--- config.mk ---
export PLATFORM = sky130hd
export DESIGN_NAME = alu_exec_unit_flat
export DESIGN_NICKNAME = d
export VERILOG_FILES = /design/src/rtl/alu_exec_unit_if.sv /design/src/rtl/alu_exec_unit.sv /design/src/flat_wrapper.sv
export SDC_FILE = /design/constraint.sdc
export NUM_CORES = 1
export LEC_CHECK = 0
export CAP_MARGIN = 20
export CELL_PAD_IN_SITES_DETAIL_PLACEMENT = 1
export CELL_PAD_IN_SITES_GLOBAL_PLACEMENT = 1
export CORE_ASPECT_RATIO = 1.4
export CORE_UTILIZATION = 42
export DETAILED_ROUTE_END_ITERATION = 7
export PLACE_DENSITY_LB_ADDON = 0.25
export SLEW_MARGIN = 10
export SYNTH_ARGS = -nofsm -noshare
export SYNTH_HDL_FRONTEND = slang
export SYNTH_SLANG_ARGS = --single-unit
--- constraint.sdc ---
create_clock -name clk -period 5.9 [get_ports clk]
set_clock_uncertainty 0.1 [all_clocks]
set_input_delay 1.18 -clock clk [delete_from_list [all_inputs] [get_ports clk]]
set_output_delay 1.18 -clock clk [all_outputs]
set_load 0.1 [all_outputs]
--- src/rtl/alu_exec_unit_if.sv ---
// Handshake and operand/result bus for alu_exec_unit.
// The master side offers operations and drains results; the slave side is the unit.
interface alu_exec_unit_if #(
  parameter int XLEN = 32
);
  logic            in_valid;
  logic            in_ready;
  logic [3:0]      alu_control;
  logic [XLEN-1:0] operand_a;
  logic [XLEN-1:0] operand_b;
  logic            out_valid;
  logic            out_ready;
  logic [XLEN-1:0] result;
  logic            zero;
  logic            illegal;

  modport master (
    output in_valid, alu_control, operand_a, operand_b, out_ready,
    input  in_ready, out_valid, result, zero, illegal
  );

  modport slave (
    input  in_valid, alu_control, operand_a, operand_b, out_ready,
    output in_ready, out_valid, result, zero, illegal
  );
endinterface

--- src/rtl/alu_exec_unit.sv ---
// alu_exec_unit: executes one ALU_control-coded operation per handshake.
// Logic/arithmetic ops complete in one cycle. Shifts step one bit per cycle
// through the SHIFT state, unless ALU_EXEC_FAST_SHIFT_EN is defined, in which
// case a barrel shifter is used and every op finishes in one cycle.
// The result, zero and illegal flags are registered and held in DONE until drained.
module alu_exec_unit #(
  parameter int XLEN = 32,
  parameter int SHW  = $clog2(XLEN)
) (
  input logic            clk,
  input logic            rst_n,
  alu_exec_unit_if.slave bus
);
  localparam logic [3:0] OP_AND = 4'b0000;
  localparam logic [3:0] OP_OR  = 4'b0001;
  localparam logic [3:0] OP_ADD = 4'b0010;
  localparam logic [3:0] OP_XOR = 4'b0011;
  localparam logic [3:0] OP_SLL = 4'b0100;
  localparam logic [3:0] OP_SRL = 4'b0101;
  localparam logic [3:0] OP_SUB = 4'b0110;
  localparam logic [3:0] OP_SLT = 4'b0111;
  localparam logic [3:0] OP_SRA = 4'b1000;

  typedef enum logic [1:0] {
    IDLE  = 2'd0,
    SHIFT = 2'd1,
    DONE  = 2'd2
  } state_t;

  state_t          state_r;
  state_t          state_nxt_s;
  logic            accept_s;
  logic [SHW-1:0]  shamt_s;
  logic [XLEN-1:0] comb_result_s;
  logic            comb_illegal_s;
  logic            slt_s;
  logic [XLEN-1:0] result_r;
  logic            zero_r;
  logic            illegal_r;

`ifndef ALU_EXEC_FAST_SHIFT_EN
  localparam logic [SHW-1:0] CNT_ONE = {{(SHW-1){1'b0}}, 1'b1};
  logic            is_shift_s;
  logic [XLEN-1:0] work_r;
  logic [SHW-1:0]  cnt_r;
  logic [3:0]      op_r;
  logic [XLEN-1:0] shift_step_s;
`endif

  assign accept_s = bus.in_valid & (state_r == IDLE);
  assign shamt_s  = bus.operand_b[SHW-1:0];
  assign slt_s    = ($signed(bus.operand_a) < $signed(bus.operand_b));

`ifndef ALU_EXEC_FAST_SHIFT_EN
  assign is_shift_s = (bus.alu_control == OP_SLL) | (bus.alu_control == OP_SRL) |
                      (bus.alu_control == OP_SRA);
`endif

  // Single-cycle result for the offered code; shifts give the barrel result or the zero-amount passthrough.
  always_comb begin
    comb_result_s  = {XLEN{1'b0}};
    comb_illegal_s = 1'b0;
    case (bus.alu_control)
      OP_AND: comb_result_s = bus.operand_a & bus.operand_b;
      OP_OR:  comb_result_s = bus.operand_a | bus.operand_b;
      OP_ADD: comb_result_s = bus.operand_a + bus.operand_b;
      OP_XOR: comb_result_s = bus.operand_a ^ bus.operand_b;
      OP_SUB: comb_result_s = bus.operand_a - bus.operand_b;
      OP_SLT: comb_result_s = {{(XLEN-1){1'b0}}, slt_s};
`ifdef ALU_EXEC_FAST_SHIFT_EN
      OP_SLL: comb_result_s = bus.operand_a << shamt_s;
      OP_SRL: comb_result_s = bus.operand_a >> shamt_s;
      OP_SRA: comb_result_s = $unsigned($signed(bus.operand_a) >>> shamt_s);
`else
      OP_SLL: comb_result_s = bus.operand_a;
      OP_SRL: comb_result_s = bus.operand_a;
      OP_SRA: comb_result_s = bus.operand_a;
`endif
      default: begin
        comb_result_s  = {XLEN{1'b0}};
        comb_illegal_s = 1'b1;
      end
    endcase
  end

`ifndef ALU_EXEC_FAST_SHIFT_EN
  // One-bit step of the working register for the latched shift kind; SRA refills with the MSB.
  always_comb begin
    shift_step_s = work_r;
    case (op_r)
      OP_SLL:  shift_step_s = {work_r[XLEN-2:0], 1'b0};
      OP_SRL:  shift_step_s = {1'b0, work_r[XLEN-1:1]};
      OP_SRA:  shift_step_s = {work_r[XLEN-1], work_r[XLEN-1:1]};
      default: shift_step_s = work_r;
    endcase
  end
`endif

  // State register with synchronous active-low reset.
  always_ff @(posedge clk) begin
    if (!rst_n) begin
      state_r <= IDLE;
    end else begin
      state_r <= state_nxt_s;
    end
  end

  // Next-state logic: accept in IDLE, count down in SHIFT, wait for drain in DONE.
  always_comb begin
    state_nxt_s = state_r;
    case (state_r)
      IDLE: begin
        if (accept_s) begin
`ifdef ALU_EXEC_FAST_SHIFT_EN
          state_nxt_s = DONE;
`else
          if (is_shift_s && (shamt_s != {SHW{1'b0}})) begin
            state_nxt_s = SHIFT;
          end else begin
            state_nxt_s = DONE;
          end
`endif
        end else begin
          state_nxt_s = IDLE;
        end
      end
`ifndef ALU_EXEC_FAST_SHIFT_EN
      SHIFT: begin
        if (cnt_r == CNT_ONE) begin
          state_nxt_s = DONE;
        end else begin
          state_nxt_s = SHIFT;
        end
      end
`endif
      DONE: begin
        if (bus.out_ready) begin
          state_nxt_s = IDLE;
        end else begin
          state_nxt_s = DONE;
        end
      end
      default: state_nxt_s = IDLE;
    endcase
  end

  // Handshake outputs decoded straight from the state register.
  always_comb begin
    bus.in_ready  = (state_r == IDLE);
    bus.out_valid = (state_r == DONE);
  end

  // Datapath: latch operands on accept, step the shifter, capture the final result and flags.
  always_ff @(posedge clk) begin
    if (!rst_n) begin
      result_r  <= {XLEN{1'b0}};
      zero_r    <= 1'b0;
      illegal_r <= 1'b0;
`ifndef ALU_EXEC_FAST_SHIFT_EN
      work_r    <= {XLEN{1'b0}};
      cnt_r     <= {SHW{1'b0}};
      op_r      <= 4'b0000;
`endif
    end else begin
      case (state_r)
        IDLE: begin
          if (accept_s) begin
            result_r  <= comb_result_s;
            zero_r    <= (comb_result_s == {XLEN{1'b0}});
            illegal_r <= comb_illegal_s;
`ifndef ALU_EXEC_FAST_SHIFT_EN
            work_r    <= bus.operand_a;
            cnt_r     <= shamt_s;
            op_r      <= bus.alu_control;
`endif
          end
        end
`ifndef ALU_EXEC_FAST_SHIFT_EN
        SHIFT: begin
          work_r <= shift_step_s;
          cnt_r  <= cnt_r - CNT_ONE;
          if (cnt_r == CNT_ONE) begin
            result_r <= shift_step_s;
            zero_r   <= (shift_step_s == {XLEN{1'b0}});
          end
        end
`endif
        default: begin
          result_r <= result_r;
        end
      endcase
    end
  end

  assign bus.result  = result_r;
  assign bus.zero    = zero_r;
  assign bus.illegal = illegal_r;
endmodule

--- src/flat_wrapper.sv ---
// flat-port wrapper written by rule: the top's interface ports become plain ports
module alu_exec_unit_flat 
#(
  parameter int XLEN = 32,
  parameter int SHW  = $clog2(XLEN)
)
  (clk, rst_n, bus_in_valid, bus_alu_control, bus_operand_a, bus_operand_b, bus_out_ready, bus_in_ready, bus_out_valid, bus_result, bus_zero, bus_illegal);
  alu_exec_unit_if #(.XLEN(XLEN)) bus_i ();
  input logic clk;
  input logic rst_n;
  input wire logic [$bits(bus_i.in_valid)-1:0] bus_in_valid;
  input wire logic [$bits(bus_i.alu_control)-1:0] bus_alu_control;
  input wire logic [$bits(bus_i.operand_a)-1:0] bus_operand_a;
  input wire logic [$bits(bus_i.operand_b)-1:0] bus_operand_b;
  input wire logic [$bits(bus_i.out_ready)-1:0] bus_out_ready;
  output wire logic [$bits(bus_i.in_ready)-1:0] bus_in_ready;
  output wire logic [$bits(bus_i.out_valid)-1:0] bus_out_valid;
  output wire logic [$bits(bus_i.result)-1:0] bus_result;
  output wire logic [$bits(bus_i.zero)-1:0] bus_zero;
  output wire logic [$bits(bus_i.illegal)-1:0] bus_illegal;
  assign bus_i.in_valid = bus_in_valid;
  assign bus_i.alu_control = bus_alu_control;
  assign bus_i.operand_a = bus_operand_a;
  assign bus_i.operand_b = bus_operand_b;
  assign bus_i.out_ready = bus_out_ready;
  assign bus_in_ready = bus_i.in_ready;
  assign bus_out_valid = bus_i.out_valid;
  assign bus_result = bus_i.result;
  assign bus_zero = bus_i.zero;
  assign bus_illegal = bus_i.illegal;
  alu_exec_unit #(.XLEN(XLEN), .SHW(SHW)) u_core (.clk(clk), .rst_n(rst_n), .bus(bus_i));
endmodule
[Word level (Yosys, flattened, before mapping)]
Cells that the tools add are included.
Storage, ports and cells
  flip-flop bits (word level): 77
  latch bits: 0
  bits in writable memories: 0
  ROM bits: 0
  bits of input ports: 72
  output and inout bits: 36
  logic and storage cells: 63
  memories kept: 0
Operators by class
  add/sub/neg operators: 3
  multiply operators: 0
  div/mod/pow operators: 0
  order comparisons: 1
  eq/ne operators: 16
  shift-type cells: 0
  muxes and demuxes: 18
  bitwise operators: 6
  reductions and logical operators: 12
Operators by type and width (count)
  case mux 32 bit (7 select lines): 1
  case mux 32 bit (2 select lines): 2
  2-to-1 mux 32 bit: 3
  case mux 32 bit (3 select lines): 1
  logical NOT 32 bit: 2
  adder 32 bit: 1
  bitwise AND 32 bit: 1
  < comparator 32 bit: 1
  OR 32 bit: 1
  subtractor 32 bit: 1
  XOR 32 bit: 1
  equality test 4 x 3 -> 1 bit (second input constant): 6
  case mux 5 bit (2 select lines): 1
  OR reduction 9 bit: 1
  equality test 4 x 2 -> 1 bit (second input constant): 2
  equality test 4 bit (second input constant): 2
  2-to-1 mux 2 bit: 4
  case mux 2 bit (3 select lines): 1
  equality test 5 x 1 -> 1 bit (second input constant): 1
  2-to-1 mux 5 bit: 1
  nonzero test 5 bit: 1
  subtractor 5 x 1 -> 5 bit (second input constant): 1
  equality test 4 x 1 -> 1 bit (second input constant): 1
  logical NOT 4 bit: 1
  other kinds (13): 18

[Logic depth before layout (Yosys ltp)]
Gate-level depths: netlist of run 1.
  depth in word-level cells: 7
  gate-level depth with buffers: 14
  gate-level depth less buffers: 14

[Worst setup path before layout of run 1]
OpenSTA, ideal clock, no wires.
  path type: input to register
  start: input bus_operand_b[0]
  end: register u_core.zero_r, in the netlist u_core.bus.zero
  setup time: 0.096 ns
  data arrival time: 4.399 ns
  required time: 5.704 ns
  path slack: 1.306 ns
  stages on the path: 14
  path buffers: 0
  cell sequence: ha_1 > inv_1 > fa_1 > and2b_1 > o211ai_1 > a211oi_1 > o21bai_1 > a2111o_1 > a2111oi_2 > nand4_1 > nor4_1 > nand4_1 > or4_1 > o41ai_2
On the way
  cells in the longest elaborated chain, start to end: 5
  elaborated cells on any way between the ends: 10
  those cells by class: add/sub: 2; order compare: 1; mux: 3; bitwise: 3; reduce/logical: 1
Ends and longest elaborated chain
  start, declared: line flat_wrapper.sv:14  | input wire logic [$bits(bus_i.operand_b)-1:0] bus_operand_b;
  subtractor 32 bit, or another cell as far along: line alu_exec_unit.sv:68  | OP_SUB: comb_result_s = bus.operand_a - bus.operand_b;
  case mux 32 bit (7 select lines) (*): line alu_exec_unit.sv:63  | case (bus.alu_control)
  logical NOT 32 bit (*): line alu_exec_unit.sv:169  | zero_r <= (comb_result_s == {XLEN{1'b0}});
  2-to-1 mux 1 bit (*): line alu_exec_unit.sv:167  | if (accept_s) begin
  case mux 1 bit (2 select lines) (*): line alu_exec_unit.sv:165  | case (state_r)
  end signal, assigned: line alu_exec_unit.sv:169
  end signal, assigned: line alu_exec_unit.sv:184  | zero_r <= (shift_step_s == {XLEN{1'b0}});
  end, declared: line alu_exec_unit.sv:38  | logic zero_r;
Every way passes the cells marked *; elsewhere a longest branch is shown, timed or not. The select of a mux whose other input is x is not followed.
A chain may end at the register's enable or synchronous reset.

[Worst setup path in the final report of run 1]
Same ends and word-level chain as after synthesis.

==> impl_metrics.env, run 1 <==
export IMPL_status="finished clean"
export IMPL_grt_max_degree=55
export IMPL_hold_buffers=0
export IMPL_timing_setup_tns_ns=0
export IMPL_synthArstFlopShare_pct=0
export IMPL_synth_edf_count=0
export IMPL_final_core_util_pct=51.8
export IMPL_min_period_over_period_pct=92.9
export IMPL_antenna_cells=0
export IMPL_synth_flop_cell="dfxtp_1"
export IMPL_placed_cell_area_mm2=0.0111
export IMPL_p_leak_nw=4.66
export IMPL_ios=108
export IMPL_fin_nets=1637
export IMPL_cts_made_buffers=9
export IMPL_crit_path_max_fanout=5
export IMPL_overflow=0
export IMPL_mostFrequentLayoutCells="nand2_1 (147), nor2_1 (138), a21oi_1 (138), ha_1 (110), clkdlybuf4s50_1 (107)"
export IMPL_rows=64
export IMPL_postCtsSetupRepairBufs=0
export IMPL_finalSetupViolCount=0
export IMPL_area_growth_pct=20.1
export IMPL_ys_warn_count=0
export IMPL_rsz0062_at_grt="false"
export IMPL_drc=0
export IMPL_fin_ws_ns=0.421
export IMPL_drv_slew=0
export IMPL_first_iter_violations=1025
export IMPL_dp_cells=1738
export IMPL_clk_pin_slew_worst_paths_ns=0.06
export IMPL_ys_types=87
export IMPL_htree_num_levels=3
export IMPL_ir_drop_mv=0.235
export IMPL_place_hpwl_mm=31.7
export IMPL_grt_pass1_wl_mm=63.9
export IMPL_syn_avg_cell_area_um2=7.00
export IMPL_vias=11428
export IMPL_tightest_slew_ns=1.09
export IMPL_wl_per_cell_um=23.6
export IMPL_yosysSeqAreaShare_pct=16.2
export IMPL_crit_type="input pin to flip-flop"
export IMPL_fin_crit_ns=5.48
export IMPL_layout_commonest_cell="nand2_1"
export IMPL_die_height_um=180
export IMPL_syn_inst=1363
export IMPL_grtUsageTotal_pct=35.2
export IMPL_synth_fp_nets=1547
export IMPL_synthesis_area_mm2=0.00954
export IMPL_maxClockFrequency_mhz=183
export IMPL_layout_cells_non_filler=1755
export IMPL_cp_data_required_time_ns=6.05
export IMPL_antenna_found_initial=0
export IMPL_fin_area_mm2=0.0115
export IMPL_drt_first_pass_iters=8
export IMPL_cts_sinks=77
export IMPL_vias_per_cell=6.51
export IMPL_ant_nets=0
export IMPL_cp_end_kind="flip-flop"
export IMPL_dp_slack_ns=0.111
export IMPL_fillers=2850
export IMPL_hp_class="flip-flop to flip-flop"
export IMPL_hold_worst_slack_ns=0.357
export IMPL_clock_path_buffers=2
export IMPL_startpoint="bus_operand_b[0]"
export IMPL_cap_viol_max_count=0
export IMPL_min_delay_start="u_core.bus.result[26]"
export IMPL_port_buffers=107
export IMPL_synth_seq_cells=77
export IMPL_die_area_mm2=0.0233
export IMPL_fp_dieW_um=129
export IMPL_arrival_ns=5.62
export IMPL_start_kind="input pin"
export IMPL_cts_root_buffer="clkbuf_16"
export IMPL_drt_total_wl_mm=41.4
export IMPL_regToRegStartpoint="u_core.op_r[0]"
export IMPL_grt_pass1_vias=11540
export IMPL_rrSetupSlack_ns=1.86
export IMPL_coreArea_mm2=0.0221
export IMPL_drive_above_1_share_pct=8.50
export IMPL_clock_latency_ns=0.34
export IMPL_place_gp_congestion=0.974
export IMPL_start_util_pct=43.2
export IMPL_power_density_mw_per_mm2=202
export IMPL_power_mw=2.31
export IMPL_relSlewSlack_pct=27.3
export IMPL_post_cts_resized=0
export IMPL_cts_tree="built"
export IMPL_hold_viol_final=0
cell type report:
| type | instances | area, um2 | area share [%] |
|---|---|---|---|
| Multi-Input combinational cell | 1092 | 7280 | 63.5 |
| Timing Repair Buffer | 171 | 1550 | 13.5 |
| Sequential cell | 77 | 1540 | 13.5 |
| Inverter | 102 | 383 | 3.34 |
| Tap cell | 297 | 372 | 3.24 |
| Clock buffer | 9 | 225 | 1.97 |
| Clock inverter | 7 | 106 | 0.928 |
logic make-up (layout without fill, tap and decap cells):
logic type                 Yosys count  in the layout  synth area share [%]
buffers and inverters              194            289                  7.92
xor gates and xnor gates            12             12                  1.10
AOI/OAI and AO/OA                  493            493                  35.8
adders and majority gates          112            112                  14.8
DFF                                 77             77                  16.2
and+or+nand+nor                    459            459                  22.4
muxes                               16             16                  1.78
worst paths after layout:
check,cells after the start,endpoint
worst max-delay path,15,u_core.bus.zero
worst min register to register,2,u_core.bus.result[26]
worst max register to register,10,u_core.bus.zero
worst min-delay path,2,u_core.bus.result[26]
sequential cells by signal, summed over array words and instances, names as in the netlist:
name and count:
u_core.bus.illegal 1, u_core.work_r 32, u_core.cnt_r 5, u_core.bus.zero 1, u_core.state_r 2, u_core.bus.result 32, u_core.op_r 4
critical path: stages:
cell and delay [ns]:
clkdlybuf4s50_1 0.57, ha_1 0.24, inv_1 0.07, fa_1 0.41
and2b_1 0.26, o211ai_1 0.11, a211oi_1 0.46, o21bai_1 0.11
a2111o_1 0.45, a2111oi_2 0.31, nand4_1 0.21, nor4_1 0.28
nand4_1 0.12, or4_1 0.57, o41ai_2 0.27
cells in the mapped netlist, types with 8 or more instances:
master,number,share of area (%)
buf_2,16,0.84
o211ai_1,19,1.5
ha_1,110,14
o21ai_0,77,4.0
o31ai_1,12,0.94
nor2b_1,9,0.59
a221oi_1,29,2.7
nand3_1,25,1.3
xnor2_1,10,0.92
a21oi_1,139,7.3
inv_1,101,4.0
and2_1,8,0.52
a31oi_1,18,1.2
o22ai_1,8,0.52
nand4_1,16,1.0
nor3_1,32,1.7
o21bai_1,10,0.79
nor3b_1,11,0.87
nand2b_1,13,0.85
a221o_1,10,1.0
a22oi_1,40,3.1
clkbuf_1,69,2.7
nand2_1,147,5.8
nor4_1,14,0.92
nor2_1,142,5.6
dfxtp_1,77,16
a211oi_1,20,1.6
a222oi_1,17,1.8
a21o_1,13,1.0
mux2i_1,11,1.2
metal layers:
| layer | wire (um) | track usage (%) |
|---|---|---|
| met2 | 19800 | 59.4 |
| met5 | 0 | 0 |
| met3 | 2490 | 4.13 |
| met4 | 1880 | 16.5 |
| met1 | 17200 | 43.9 |
where the power goes:
| group | switching, mW | internal [mW] | leakage, nW | total, mW |
|---|---|---|---|---|
| combinational | 0.723 | 0.368 | 3.87 | 1.09 |
| clock | 0.244 | 0.377 | 0.162 | 0.622 |
| sequential | 0.0367 | 0.559 | 0.631 | 0.596 |
| total | 1.00 | 1.31 | 4.66 | 2.31 |
Note: power is estimated with default switching activity, not from simulation.
==> run 2: changes to the inputs <==
- CAP_MARGIN: 20 -> default
- CORE_MARGIN: default -> 2
==> run 2 against run 1 <==
Register-to-register slack barely moved. Total power fell by 0.58%. Worst hold slack improved by 0.00054 ns. Cell count fell by 0.11%. Non-clock buffer count fell by 5. Largest power group unchanged. Global-route usage fell by 1.4 points. Fmax fell by 1.0%. Sequential share of layout area rose by 0.050 points. Highest routed layer unchanged. Via count fell by 0.62%. First-iteration DRC count rose by 2.6%.
==> impl_metrics.env, run 2 (synthesis gave the netlist of run 1 again) <==
export IMPL_first_iter_violations=1052
export IMPL_pwr_share_comb_pct=47.5
export IMPL_cp_end_kind="flip-flop"
export IMPL_place_gp_congestion=0.946
export IMPL_htree_num_levels=3
export IMPL_coreArea_mm2=0.0224
export IMPL_cts_root_buffer="clkbuf_16"
export IMPL_highest_layer="met4"
export IMPL_port_buffers=107
export IMPL_relSlewSlack_pct=22.3
export IMPL_tightest_slew_ns=1.15
export IMPL_p_leak_nw=4.63
export IMPL_maxClockFrequency_mhz=181
export IMPL_switchingPower_mw=0.989
export IMPL_cts_tree="built"
export IMPL_clock_path_buffers=2
export IMPL_grt_pass1_vias=11516
export IMPL_crit_path_max_fanout=4
export IMPL_antenna_found_initial=0
export IMPL_drt_total_wl_mm=41.9
export IMPL_grtUsageTotal_pct=33.8
export IMPL_drt_first_pass_iters=5
export IMPL_start_util_pct=42.5
export IMPL_antenna_cells=0
export IMPL_drv_slew=0
export IMPL_hold_worst_slack_ns=0.357
export IMPL_fillers=2907
export IMPL_cap_viol_max_count=0
export IMPL_status="finished clean"
export IMPL_postCtsSetupRepairBufs=0
export IMPL_crit_type="input pin to flip-flop"
export IMPL_cts_made_buffers=9
export IMPL_start_kind="input pin"
export IMPL_clock_latency_ns=0.34
export IMPL_hold_viol_final=0
export IMPL_area_growth_pct=19.6
export IMPL_min_period_over_period_pct=93.8
export IMPL_finalSetupViolCount=0
export IMPL_startpoint="bus_operand_a[0]"
export IMPL_rsz0062_at_grt="false"
export IMPL_regToRegStartpoint="u_core.op_r[0]"
export IMPL_cp_data_required_time_ns=6.05
export IMPL_cts_sinks=77
export IMPL_drive_above_1_share_pct=8.06
export IMPL_timing_setup_tns_ns=0
export IMPL_arrival_ns=5.69
export IMPL_post_cts_resized=0
export IMPL_fin_nets=1632
export IMPL_wl_per_cell_um=23.9
export IMPL_fin_crit_ns=5.53
export IMPL_hp_class="flip-flop to flip-flop"
export IMPL_vias=11357
export IMPL_wl_met1_mm=17.5
export IMPL_power_density_mw_per_mm2=201
export IMPL_dr_wl_met2_mm=19.8
export IMPL_p_int_mw=1.31
export IMPL_layout_commonest_cell="nand2_1"
export IMPL_place_hpwl_mm=32.1
export IMPL_die_height_um=182
export IMPL_rows=65
export IMPL_die_area_mm2=0.0240
export IMPL_drc=0
export IMPL_power_frac_clock_pct=26.5
export IMPL_fp_dieW_um=131
export IMPL_clk_pin_slew_worst_paths_ns=0.06
export IMPL_mostFrequentLayoutCells="nand2_1 (147), nor2_1 (139), a21oi_1 (138), ha_1 (110), clkdlybuf4s50_1 (107)"
export IMPL_p_seq_share_pct=26.0
export IMPL_ir_drop_mv=0.206
export IMPL_vias_per_cell=6.48
export IMPL_wl_met3_mm=2.43
export IMPL_ant_nets=0
export IMPL_overflow=0
export IMPL_hold_buffers=0
export IMPL_p_sw_share_pct=43.1
export IMPL_min_delay_start="u_core.bus.result[18]"
export IMPL_grt_max_degree=54
export IMPL_grt_pass1_wl_mm=64.5
export IMPL_ios=108
## run 2: worst paths after layout
path	endpoint	slack, ns	cells after the start
max	u_core.bus.zero	0.37	15
min reg2reg	u_core.bus.result[18]	0.36	2
min	u_core.bus.result[18]	0.36	2
max reg2reg	u_core.bus.zero	1.85	10
## run 2: power groups by stage
stage / sequential, mW / clock (mW) / combinational [mW]
floorplan: 0.720 / 0 / 0.577
global placement: 0.604 / 0 / 1.05
detailed placement: 0.605 / 0 / 1.06
CTS: 0.595 / 0.614 / 1.07
global route: 0.600 / 0.630 / 1.16
finish: 0.597 / 0.608 / 1.09
## run 2: final cells by class
cell class              count  area [um2]  share of cell area [%]
multi-input cells        1092        7280                    63.7
flip-flops and latches     77        1540                    13.5
repair buffers            166        1510                    13.3
inverters                 102         383                    3.35
well taps                 301         377                    3.30
clock buffers              10         239                    2.09
clock inverters             5        85.1                   0.745
## run 2: stage by stage
step / utilization (%) / setup WS [ns] / cell area (um2) / cells / power, mW
after floorplan: - / 1.31 / 9540 / 1363 / 1.30
after global placement: 49.4 / 0.197 / 11100 / 1738 / 1.65
after detailed placement: 49.4 / 0.0593 / 11100 / 1738 / 1.66
after CTS: 50.9 / 0.423 / 11400 / 1753 / 2.28
after global routing: 50.9 / 0.138 / 11400 / 1753 / 2.39
final: 50.9 / 0.365 / 11400 / 1753 / 2.30
## run 2: layer usage
| layer | vias to the layer above | global-route usage (%) |
|---|---|---|
| met5 | - | 0 |
| met1 | 5565 | 41.7 |
| met2 | 470 | 58.4 |
| li1 | 5185 | - |
| met3 | 137 | 3.08 |
| met4 | 0 | 17.8 |
## run 2: worst max-delay path, stage by stage
cell and delay, ns:
clkdlybuf4s50_1 0.63, ha_1 0.25, inv_1 0.06, fa_1 0.41, and2b_1 0.26, o211ai_1 0.11
a211oi_1 0.43, o21bai_1 0.10, a2111o_1 0.46, a2111oi_2 0.31, nand4_1 0.21, nor4_1 0.32
nand4_1 0.13, or4_1 0.57, o41ai_2 0.27
